==> src/rtl/stream_mux_nx_pkg.sv <==
// rtl/stream_mux_nx_pkg.sv - shared constants and helpers for the stream mux
package mux_pkg;

    localparam int DEF_DATA_WIDTH = 16;
    localparam int DEF_NUM_IN     = 4;

    // Minimum of 1 so single-bit selects stay legal vectors.
    function automatic int clog2(input int n);
        int r;
        r = 0;
        for (int v = n - 1; v > 0; v = v >> 1) begin
            r++;
        end
        return (r == 0) ? 1 : r;
    endfunction

endpackage

==> src/rtl/stream_mux_nx_if.sv <==
// rtl/stream_mux_nx_if.sv - N-input valid/ready stream bundle for stream_mux_nx
interface stream_mux_nx_if
    import mux_pkg::*;
#(
    parameter int DATA_WIDTH = DEF_DATA_WIDTH,
    parameter int NUM_IN     = DEF_NUM_IN
);
    localparam int SEL_WIDTH = clog2(NUM_IN);

    logic [NUM_IN*DATA_WIDTH-1:0] in_data;
    logic [NUM_IN-1:0]            in_valid;
    logic [NUM_IN-1:0]            in_ready;
    logic [SEL_WIDTH-1:0]         sel;
    logic [DATA_WIDTH-1:0]        out_data;
    logic                         out_valid;
    logic                         out_ready;
    logic [SEL_WIDTH-1:0]         out_src;

    // master: producers plus consumer around the mux; slave: the mux itself
    modport master (
        output in_data, in_valid, sel, out_ready,
        input  in_ready, out_data, out_valid, out_src
    );

    modport slave (
        input  in_data, in_valid, sel, out_ready,
        output in_ready, out_data, out_valid, out_src
    );

endinterface

==> src/rtl/stream_mux_nx_rr_arbiter.sv <==
// rtl/stream_mux_nx_rr_arbiter.sv - round-robin arbiter, one-hot grant, pointer advances on strobe
module rr_arbiter
    import mux_pkg::*;
#(
    parameter int NUM_IN = DEF_NUM_IN
) (
    input  logic              clk,
    input  logic              rst_n,
    input  logic [NUM_IN-1:0] req,
    input  logic              adv,
    output logic [NUM_IN-1:0] gnt
);
    localparam int SEL_WIDTH = clog2(NUM_IN);

    logic [SEL_WIDTH-1:0] ptr;

    // Search starts just after the last winner, so it becomes lowest priority.
    always_comb begin
        logic found;
        int   idx;
        gnt   = '0;
        found = 1'b0;
        idx   = 0;
        for (int k = 1; k <= NUM_IN; k++) begin
            idx = (int'(ptr) + k) % NUM_IN;
            if (!found && req[idx]) begin
                gnt[idx] = 1'b1;
                found    = 1'b1;
            end
        end
    end

    always_ff @(posedge clk or negedge rst_n) begin
        if (!rst_n) begin
            ptr <= SEL_WIDTH'(NUM_IN - 1);
        end else if (adv) begin
            for (int i = 0; i < NUM_IN; i++) begin
                if (gnt[i]) begin
                    ptr <= SEL_WIDTH'(i);
                end
            end
        end
    end

endmodule

==> src/rtl/stream_mux_nx.sv <==
// rtl/stream_mux_nx.sv - N-input registered stream mux; STREAM_MUX_RR_EN selects round-robin instead of sel
module stream_mux_nx
    import mux_pkg::*;
#(
    parameter int DATA_WIDTH = DEF_DATA_WIDTH,
    parameter int NUM_IN     = DEF_NUM_IN
) (
    input  logic           clk,
    input  logic           rst_n,
    stream_mux_nx_if.slave bus
);
    localparam int SEL_WIDTH = clog2(NUM_IN);

    logic [NUM_IN-1:0]     gnt;
    logic [SEL_WIDTH-1:0]  g_idx;
    logic [DATA_WIDTH-1:0] g_data;
    logic                  load_ok;
    logic                  in_fire;

    logic [DATA_WIDTH-1:0] data_q;
    logic                  valid_q;
    logic [SEL_WIDTH-1:0]  src_q;

    assign load_ok = !valid_q || bus.out_ready;

`ifdef STREAM_MUX_RR_EN
    rr_arbiter #(
        .NUM_IN (NUM_IN)
    ) u_arb (
        .clk   (clk),
        .rst_n (rst_n),
        .req   (bus.in_valid),
        .adv   (in_fire),
        .gnt   (gnt)
    );
`else
    // An out-of-range sel matches no channel, so nothing is granted.
    always_comb begin
        gnt = '0;
        for (int i = 0; i < NUM_IN; i++) begin
            if (32'(bus.sel) == i) begin
                gnt[i] = 1'b1;
            end
        end
    end
`endif

    always_comb begin
        g_idx  = '0;
        g_data = '0;
        for (int i = 0; i < NUM_IN; i++) begin
            if (gnt[i]) begin
                g_idx  = SEL_WIDTH'(i);
                g_data = bus.in_data[i*DATA_WIDTH +: DATA_WIDTH];
            end
        end
    end

    assign bus.in_ready = load_ok ? gnt : '0;
    assign in_fire      = |(bus.in_valid & bus.in_ready);

    // A new word overwrites a departing one in the same cycle: full rate, no bubble.
    always_ff @(posedge clk or negedge rst_n) begin
        if (!rst_n) begin
            data_q  <= '0;
            valid_q <= 1'b0;
            src_q   <= '0;
        end else if (in_fire) begin
            data_q  <= g_data;
            valid_q <= 1'b1;
            src_q   <= g_idx;
        end else if (valid_q && bus.out_ready) begin
            valid_q <= 1'b0;
        end
    end

    assign bus.out_data  = data_q;
    assign bus.out_valid = valid_q;
    assign bus.out_src   = src_q;

endmodule
==> src/flat_wrapper.sv <==
// flat-port wrapper written by rule: the top's interface ports become plain ports
module stream_mux_nx_flat import mux_pkg::*;
#(
    parameter int DATA_WIDTH = DEF_DATA_WIDTH,
    parameter int NUM_IN     = DEF_NUM_IN
)
  (clk, rst_n, bus_in_data, bus_in_valid, bus_sel, bus_out_ready, bus_in_ready, bus_out_data, bus_out_valid, bus_out_src);
  stream_mux_nx_if #(.DATA_WIDTH(DATA_WIDTH), .NUM_IN(NUM_IN)) bus_i ();
  input  logic clk;
  input  logic rst_n;
  input wire logic [$bits(bus_i.in_data)-1:0] bus_in_data;
  input wire logic [$bits(bus_i.in_valid)-1:0] bus_in_valid;
  input wire logic [$bits(bus_i.sel)-1:0] bus_sel;
  input wire logic [$bits(bus_i.out_ready)-1:0] bus_out_ready;
  output wire logic [$bits(bus_i.in_ready)-1:0] bus_in_ready;
  output wire logic [$bits(bus_i.out_data)-1:0] bus_out_data;
  output wire logic [$bits(bus_i.out_valid)-1:0] bus_out_valid;
  output wire logic [$bits(bus_i.out_src)-1:0] bus_out_src;
  assign bus_i.in_data = bus_in_data;
  assign bus_i.in_valid = bus_in_valid;
  assign bus_i.sel = bus_sel;
  assign bus_i.out_ready = bus_out_ready;
  assign bus_in_ready = bus_i.in_ready;
  assign bus_out_data = bus_i.out_data;
  assign bus_out_valid = bus_i.out_valid;
  assign bus_out_src = bus_i.out_src;
  stream_mux_nx #(.DATA_WIDTH(DATA_WIDTH), .NUM_IN(NUM_IN)) u_core (.clk(clk), .rst_n(rst_n), .bus(bus_i));
endmodule
==> config.mk <==
export PLATFORM = sky130hd
export DESIGN_NAME = stream_mux_nx_flat
export DESIGN_NICKNAME = d
export VERILOG_FILES = /design/src/rtl/stream_mux_nx_pkg.sv /design/src/rtl/stream_mux_nx_if.sv /design/src/rtl/stream_mux_nx_rr_arbiter.sv /design/src/rtl/stream_mux_nx.sv /design/src/flat_wrapper.sv
export SDC_FILE = /design/constraint.sdc
export NUM_CORES = 1
export LEC_CHECK = 0
export ABC_AREA = 1
export CAP_MARGIN = 0
export CORE_MARGIN = 1.5
export CORE_UTILIZATION = 35
export DETAILED_ROUTE_END_ITERATION = 10
export PLACE_DENSITY = 0.81
export SLEW_MARGIN = 20
export SYNTH_ARGS = -nofsm -noshare
export SYNTH_HDL_FRONTEND = slang
export SYNTH_SLANG_ARGS = --single-unit
==> constraint.sdc <==
create_clock -name clk -period 1.58 [get_ports clk]
set_clock_uncertainty 0.05 [all_clocks]
set_input_delay 0.316 -clock clk [delete_from_list [all_inputs] [get_ports clk]]
set_output_delay 0.316 -clock clk [all_outputs]
set_load 0.05 [all_outputs]
**After elaboration in Yosys (flattened, before gate mapping)**

Cells that the tools add are included.

- Reductions and logical operators: 6
- Bitwise gates (word level): 1
- Equality and inequality tests: 3
- Multiplexer cells: 14

Operators by type and width:

| cell | count |
|---|---|
| 16-bit two-way mux | 4 |
| 1-bit two-way mux | 7 |
| 4-bit bitwise AND | 1 |
| 2-bit == test (second input constant) | 2 |
| 2-bit two-way mux | 2 |
| 4-bit two-way mux | 1 |
| 4-bit OR reduction | 1 |
| 2-bit by 1-bit == test with 1-bit output (second input constant) | 1 |
| 2-bit zero test | 1 |
| 2-bit nonzero test | 1 |
| 1-bit logical AND | 1 |
| 1-bit zero test | 1 |
| 1-bit logical OR | 1 |

- Logic and storage cells: 27
- Output and inout port bits: 23
- Bits in registers: 19

**Logic depth before layout (Yosys ltp)**

- Depth after elaboration: 6
- Depth in mapped cells: 9

**Least setup slack after synthesis**

OpenSTA, ideal clock, no wires.

- Path type: flip-flop to output port
- Start: reg u_core.valid_q, in the netlist u_core.bus.out_valid
- End: out bus_in_ready[0]
- Required time: 1.214 ns
- Path slack: -0.757 ns
- Buffers on the path: 0
- Data arrival time: 1.971 ns
- Stages on the path, launching flop included: 4
- Cell sequence: dfrtp_1 -> nand2_1 -> inv_1 -> nor3_1

- Longest elaborated chain between the ends: 3

Ends and longest elaborated chain:

| item | RTL line | RTL |
|---|---|---|
| start, declared | stream_mux_nx.sv:21 | `logic valid_q;` |
| start signal, assigned | stream_mux_nx.sv:66 | `valid_q <= 1'b0;` |
| start signal, assigned | stream_mux_nx.sv:70 | `valid_q <= 1'b1;` |
| start signal, assigned | stream_mux_nx.sv:73 | `valid_q <= 1'b0;` |
| 1-bit zero test | stream_mux_nx.sv:24 | `assign load_ok = !valid_q \|\| bus.out_ready;` |
| 1-bit logical OR | stream_mux_nx.sv:24 |  |
| 4-bit two-way mux | stream_mux_nx.sv:59 | `assign bus.in_ready = load_ok ? gnt : '0;` |
| end, declared | flat_wrapper.sv:15 | `output wire logic [$bits(bus_i.in_ready)-1:0] bus_in_ready;` |

Every way passes these cells.

**Worst setup path after layout**

Ends and elaborated chain as after synthesis.

==> flow_summary_export.csv <==
group,metric,value,unit
run_status,status,"finished with violations",
run_status,violations,"setup timing",
global_route,grt_pass1_wl,7490,µm
setup_path,cp_cell_sequence,"nand2_4 -> clkinvlp_4 -> nor3_4 -> buf_12",
synthesis,syn_area_per_cell,7.05,µm²
sta,setup_viol,4,
worst_hold_path,hold_path.class,"input pin to asynchronous set/reset pin",
drt,num_vias,1757,
drt,drt_first_pass_iters,4,
die,ios,96,
cts,h-tree-depth,1,
synthesis,ys_warn_count,0,
drt,post_drt_wl_per_cell,13.0,µm
finish,final_cells,346,
flow_run,drv_cap,0,
global_route,grt_max_degree,21,
sta,whs,0.356,ns
setup_path,crit_path_max_fanout,4,
setup_path,start_kind,"flop",
sta,final.period_utilization,109,%
drt,vias_per_cell,5.08,
sta,finalHoldViolCount,0,
setup_path,slowest_delay,0.43,ns
synthesis,synth_seq_cells,19,
finish,areaGrowthSynthToFinish,107,%
global_route,antenna_found_initial,0,
finish,drive_gt1_share,22.1,%
power_and_ir_drop,p_total,0.00255,W
sta,rsz0062_at_grt,"true",
finish,final_cell_area,2770,µm²
global_route,track_usage,22.4,%
cts,cts_buffer_depth,2,
global_route,grt_pass1_vias,1634,
setup_path,cp.arrival,1.36,ns
die,die_area,4210,µm²
synthesis,netlist_top_cells_area,"dfrtp_1 35%, nand3_1 18%, nand2_1 16%",
cts,clock_latency,0.25,ns
synthesis,syn_inst,190,
cts,path_clk_slew,0.07,ns
setup_path,worst_r2r_path_depth,7,
setup_path,rr_endpoint,"u_core.bus.out_data[11]",
drt,wl,4510,µm
sta,drv_slew,0,
synthesis,synth_area_leader_cell,"dfrtp_1",
placement,gp_routability_congestion,0.770,
sta,setup_slack,-0.147,ns
global_route,grt.overflow.total,0,
finish,final_cell_mix,"69 x clkdlybuf4s50_1, 55 x nand2_1, 49 x nand3_1",
cts,clock-sinks,19,
sta,max_slew.worst_pin.slew,0.275,ns
setup_path,crit_type,"flop to output port",
drt,drtIter0Drc,100,
die,core.rowCount,22,
sta,slew_headroom,81.6,%
finish,final_nets,372,
drt,drc,0,
synthesis,synth_cell_types,16,
die,fp.dieH,64.9,µm
synthesis,synth_area,1340,µm²
setup_path,r2r_slack,0.11,ns
cts,cts_tree,"done",
placement,place_inst,341,
cts,root_buffer,"clkbuf_8",
sta,fmax,579,MHz
die,start_util,36.6,%
power_and_ir_drop,ir_drop,0.352,mV
sta,finalCriticalPeriod,1.73,ns
drt,antenna_left,0,
die,coreArea,3660,µm²
cts,cts_hold_buf,0,
setup_path,required,1.21,ns
placement,dpl_cell_area,2710,µm²
finish,antennaDiodeCount,0,
setup_path,worst_path_max_delay_cell,"dfrtp_2",
finish,final_common_cell,"clkdlybuf4s50_1",
synthesis,syn_nets,263,
setup_path,endpoint_kind,"output port",
cts,cts_buffers,3,
placement,place_hpwl,3720,µm
power_and_ir_drop,power_leakage,1.24,nW
setup_path,regToRegStartpoint,"u_core.bus.out_valid",
power_and_ir_drop,power_density,918,nW/µm²
synthesis,yosysSeqAreaShare,35.5,%
die,dieWidth,64.9,µm
placement,port_buffers,95,
synthesis,synth_top_area_share,35.5,%
[state kept, by name, indices dropped and copies added (netlist names)]
name                  flops
u_core.bus.out_src        2
u_core.bus.out_valid      1
u_core.bus.out_data      16
[worst max-delay path: cells and delay by family (launching register included)]
kind / cells / cell delay (ns)
simple gates: 2 / 0.35
flops: 1 / 0.43
buf+inv: 2 / 0.35
[repair_timing]
item                                   CTS  global route
resized for setup                        7             0
pin swaps                                2             0
setup buffers                            1             0
setup endpoints to repair               23             4
endpoints found under the hold margin    0             0
[cell families (layout without fill, tap and decap cells)]
logic type | after synthesis | in the layout | share of synthesized area [%]
AND/OR/NAND/NOR | 134 | 134 | 50.3
AO/OA/AOI/OAI | 16 | 16 | 5.98
buffers and inverters | 21 | 129 | 8.22
flip-flops | 19 | 19 | 35.5
[synthesized netlist by cell type]
master,n
nand3_1,49
dfrtp_1,19
buf_6,1
nand2_4,2
o21ai_0,16
nor2_8,2
buf_2,7
nor3_1,3
inv_2,3
nand4_1,16
nor2_1,3
nand3_2,3
nand2_1,56
clkbuf_1,2
buf_4,4
inv_1,4
[power breakdown]
| part | switching [W] | internal (W) | total (W) |
|---|---|---|---|
| registers | 0.000130 | 0.000600 | 0.000730 |
| logic | 0.000739 | 0.000752 | 0.00149 |
| clock network | 0.000147 | 0.000179 | 0.000326 |
| total | 0.00102 | 0.00153 | 0.00255 |
[per-stage QoR]
step,util (%),TNS [ns],setup slack (ns)
after floorplan,-,-0.252,-0.127
after global placement,74.0,-6.61,-0.320
after detailed placement,74.0,-6.96,-0.337
after CTS,75.7,-0.412,-0.143
after global routing,75.7,-0.619,-0.189
final,75.7,-0.419,-0.147
[how the worst max path moves through the flow]
stage                    startpoint                 endpoint  depth (start not counted)
2_1_floorplan  u_core.bus.out_valid          bus_in_ready[0]                          3
3_3_place_gp             bus_sel[0]  u_core.bus.out_data[12]                          8
3_5_place_dp             bus_sel[0]  u_core.bus.out_data[11]                          8
4_1_cts        u_core.bus.out_valid          bus_in_ready[0]                          4
5_1_grt        u_core.bus.out_valid          bus_in_ready[0]                          4
6_report       u_core.bus.out_valid          bus_in_ready[0]                          4
[area by class of cell]
class                   count  area (µm²)
fillers                   254         888
clock buffers               4        45.0
inverters                   7        30.0
multi-input cells         150         803
flip-flops and latches     19         477
well taps                  48        60.1
repair buffers            118        1360
[metal layers]
layer	global-route usage, %	wire (µm)	vias to the layer above
li1	-	-	872
met1	30.9	1930	795
met2	35.8	2200	82
met3	3.30	307	8
met4	7.45	72	0
met5	0	0	-
Power figures use the tool's default switching activity.
==> RTL edit 1, RTL diff (same flow settings) <==
`DEF_DATA_WIDTH`: 16 -> 18.
--- a/src/rtl/stream_mux_nx_pkg.sv
+++ b/src/rtl/stream_mux_nx_pkg.sv
@@ -2,5 +2,5 @@
 package mux_pkg;
 
-    localparam int DEF_DATA_WIDTH = 16;
+    localparam int DEF_DATA_WIDTH = 18;
     localparam int DEF_NUM_IN     = 4;
 
Ports: changed (resized bus_in_data and bus_out_data); port bits go from 96 to 106. The function was not compared with the original's and may differ.
==> RTL edit 1 against the original RTL <==
The run still ends with negative setup slack left. First-iteration DRC count is 13% higher. Synthesized area grew 11%. Global-route usage is 1.9 points higher. Register-to-register slack about the same. Wire length up 21%. Setup slack gained 0.14 ns. Sequential cell count rose by 2. Critical path type unchanged. Cell area grew 7.0%. Power is 10% higher.
==> RTL edit 1: results (changes against the original RTL) <==
Status
  – Outcome: complete, but fails checks
  – Failing checks: negative setup slack

Route
  – Iter 0 DRT Violations: 113 (+13%)
  – Met1 wire length: 1900 um (-1.3%)
  – Met2 WL: 2790 um (+27%)
  – Detailed Routing Iterations Pass 1: 5 (+1)
  – Routed wire length: 5440 um (+21%)
  – DR WL met3: 727 um (+140%)

Logic synthesis
  – Gate count of the mapped netlist: 215 (+13%)
  – Syn nets: 296 (+13%)
  – Top post-synthesis cells by area: dfrtp_1 (35%), nand3_1 (19%), nand2_1 (16%)
  – Sequential area share after synthesis: 0.352 (-0.00305)
  – Post-synth top cells: nand2_1 (62), nand3_1 (57), dfrtp_1 (21), nand4_1 (18), o21ai_0 (14)
  – Unique masters post-synth: 20 (+4)
  – Compound-Gate Fraction of Synth Area: 0.0637 (+0.00389)

Global route
  – Number of global-route vias before repair: 1,949 (+19%)
  – Routing usage on met1: 0.244 (-0.0653)
  – Met3 Track Usage GR: 0.0740 (+0.0410)
  – First-pass GRT wire length: 8490 um (+13%)
  – Largest net degree at the start of global routing: 22 (+4.8%)

Pwr
  – Static leakage: 1.32 nW (+6.6%)
  – Switching share of power: 0.403 (+0.00458)
  – Worst VDD drop: 0.000422 V (+20%)
  – Sequential share of power: 0.288 (about the same)
  – Clk pwr share: 0.122 (-0.006)

Cells and area
  – Share of layout cells above drive strength 1: 0.199 (-0.0221)
  – Number of nets in the layout: 403 (+8.3%)
  – Footprint of the multi-input gates: 855 sq um (+6.4%)
  – Clock tree cell share of total cell area: 0.0152 (-0.00106)
  – Fin cells: 371 (+7.2%)
  – Register area: 527 sq um (+10%)
  – FILL cells: 331 (+30%)
  – Layout Utilization: 0.731 (-0.0262)
  – Count of plain and timing-repair buffers: 123 (+4.2%)
  – Non-clk buf share: 0.489 (-0.000798)
  – Count of multi-input gates: 167 (+11%)

CTS
  – Post-CTS Setup Inserts: 2 (+1)
  – # resized after CTS: 4 (-3)

Placed design
  – Placement Setup Slack: -0.248 ns (+0.0890 ns)
  – Placer Congestion: 0.860 (+12%)
  – DPL Wire Length: 4450 um (+19%)
  – Placed cell areas: 2900 sq um (+7.2%)

Timing
  – Final WS setup: -0.00313 ns (+0.144 ns)
  – Setup_tns: -0.00313 ns (+0.416 ns)
  – Setup violations, final: 1 (-3)

Floorplanning
  – Die area: 4670 sq um (+11%)
RTL edit 1: changes by cell type in the layout (fill, tap and decap cells not counted), sizes merged:
cell	change
buf	-1
nand2	+6
dlygate4sd2	-2
clkdlybuf4s50	+8
dfrtp	+2
nand4	+2
clkinvlp	-1
nand3	+6
o21ai	+3
RTL edit 1: worst paths after layout:
check | startpoint | endpoint
setup / recovery | u_core.bus.out_valid$_DFFE_PN0P_ | bus_in_ready[0]
hold / removal | rst_n | u_core.bus.out_data[15]$_DFFE_PN0P_
setup reg to reg | u_core.bus.out_valid$_DFFE_PN0P_ | u_core.bus.out_data[9]$_DFFE_PN0P_
hold reg to reg | u_core.bus.out_data[15]$_DFFE_PN0P_ | u_core.bus.out_data[15]$_DFFE_PN0P_
max in group asynchronous | rst_n | u_core.bus.out_valid$_DFFE_PN0P_
min in group clk | u_core.bus.out_data[15]$_DFFE_PN0P_ | u_core.bus.out_data[15]$_DFFE_PN0P_
==> RTL edit 2, RTL diff (same flow settings) <==
Made on the original files. Make the reset (`rst_n`) synchronous in one clocked block.
--- a/src/rtl/stream_mux_nx.sv
+++ b/src/rtl/stream_mux_nx.sv
@@ -61,5 +61,5 @@
 
     // A new word overwrites a departing one in the same cycle: full rate, no bubble.
-    always_ff @(posedge clk or negedge rst_n) begin
+    always_ff @(posedge clk) begin
         if (!rst_n) begin
             data_q  <= '0;
Function: differs if rst_n is asserted again (counterexample within 4 cycles, from zero or initial values and one cycle with rst_n low); with rst_n held inactive, the same outputs for 10 cycles.
==> RTL edit 2 against the original RTL <==
The run still ends with negative setup slack left. Synthesized area fell by 2.8%. Cell area rose by 6.7%. Via count rose by 9.2%. Wire length rose by 26%. Sequential cell count did not move. Non-clock buffer count rose by 8. Setup slack improved by 0.071 ns. Power fell by 20%. Critical endpoint is now bus_in_ready[1].
==> RTL edit 2: results (changes against the original RTL) <==
Status
  – Outcome: complete, but fails checks
  – Failing checks: negative setup slack

Global route
  – Met3 Track Usage GR: 0.0546 (+0.0216)
  – Routing usage on met1: 0.267 (-0.0416)
  – First-pass GRT wire length: 7950 um (+6.2%)
  – GRT met2 Usage: 0.475 (+0.117)
  – GRT Util Overall: 0.244 (+0.0206)

Route
  – Routed wire length: 5670 um (+26%)
  – Iter 0 DRT Violations: 89 (-11%)
  – Via-to-Cell Ratio: 4.97 (-2.1%)
  – Detailed Routing Iterations Pass 1: 4 (unchanged)

Critical path
  – Worst Setup SP: u_core.bus.out_valid$_SDFFE_PN0P_
  – Critical path's top delay family: buffers and inverters
  – CP max FO: 3 (-1)
  – R2R depth: 10 (+3)
  – Worst path slowest cell: dfxtp_4
  – Crit path largest cell delay: 0.36 ns (-0.07 ns)
  – Arrival time at the worst endpoint: 1.29 ns (-0.07 ns)
  – Worst Setup EP: bus_in_ready[1]
  – Flop-to-flop setup slack: 0.02 ns (-0.09 ns)
  – Reg2reg start: u_core.bus.out_valid$_SDFFE_PN0P_
  – Reg2reg end: u_core.bus.out_data[1]$_SDFFE_PN0P_

Worst hold path
  – Hold path depth: 2
  – Hold Crit Class: flop to flop

Logic synthesis
  – Top post-synthesis cells by area: dfxtp_1 (29%), nand2_1 (27%), nor2_1 (11%)
  – Ys flop type: dfxtp_1
  – Unique masters post-synth: 20 (+4)
  – Async set or reset register ratio after synthesis: 0 (-1.00)
  – Syn Area/Cell: 5.89 sq um (-16%)
  – Sequential area share after synthesis: 0.292 (-0.0628)
  – Post-synth top cells: nand2_1 (93), nor2_1 (37), dfxtp_1 (19), inv_1 (18), nand4_1 (14)
  – Syn nets: 294 (+12%)

Cells and area
  – Fin cells: 386 (+12%)
  – Share of layout cells above drive strength 1: 0.244 (+0.0226)
  – Number of nets in the layout: 414 (+11%)

Placed design
  – Placement Setup Slack: -0.351 ns (-0.0143 ns)
  – Placer Congestion: 0.804 (+4.5%)
  – Placed insts: 371 (+8.8%)
  – DPL Wire Length: 3690 um (-0.77%)

Timing
  – Setup violations, final: 5 (+1)
  – Final WS setup: -0.0761 ns (+0.0710 ns)
  – Worst rel slew slack: 0.852 (+0.0359)

Pwr
  – Worst VDD drop: 0.000408 V (+16%)
  – Static leakage: 1.33 nW (+7.8%)
==> RTL edit 2: kinds of logic after synthesis <==
logic type,share of synthesized area
AO/OA/AOI/OAI,0.0211
buffers and inverters,0.126
flip-flops,0.292
AND/OR/NAND/NOR,0.561
==> RTL edit 2: where the power goes <==
part | switching, mW | total (mW) | internal, mW
logic | 0.524 | 1.11 | 0.590
registers | 0.0587 | 0.593 | 0.534
clock network | 0.168 | 0.343 | 0.175
total | 0.750 | 2.05 | 1.30
==> RTL edit 2: area by class of cell <==
class / count / area (sq um)
clock inverters: 1 / 5.00
flip-flops and latches: 19 / 384
multi-input cells: 170 / 835
clock buffers: 3 / 41.3
inverters: 21 / 87.6
repair buffers: 126 / 1550
well taps: 46 / 57.6
fillers: 195 / 484
==> RTL edit 2: per-stage QoR <==
stage	TNS, ns	hold slack (ns)	cell area, sq um
floorplan	0	0.495	1350
global placement	-5.85	0.459	2690
detailed placement	-7.24	0.469	2690
CTS	-0.220	0.479	2810
global route	-0.645	0.540	2960
finish	-0.243	0.500	2960
==> RTL edit 2: per-layer routing <==
layer	routed length, um	vias to the layer above
met2	2980	103
li1	-	923
met3	464	12
met5	0	-
met4	150	0
met1	2070	880
==> RTL edit 2: repair_timing <==
| item | in CTS | in global routing |
|---|---|---|
| buffers inserted | 5 | 4 |
| pin swaps | 3 | 3 |
| resized for setup | 11 | 14 |
| setup endpoints to repair | 23 | 22 |
| gates cloned | 0 | 2 |
==> RTL edit 2: worst register-to-register path, cell delays in order, from the launching register on <==
cell	delay, ns
dfxtp_4	0.37
nand2_4	0.06
buf_4	0.16
nand3_1	0.15
nand2_2	0.11
nor2_4	0.14
buf_12	0.14
buf_12	0.12
nand2_1	0.06
nand2_1	0.06
nor2_1	0.05
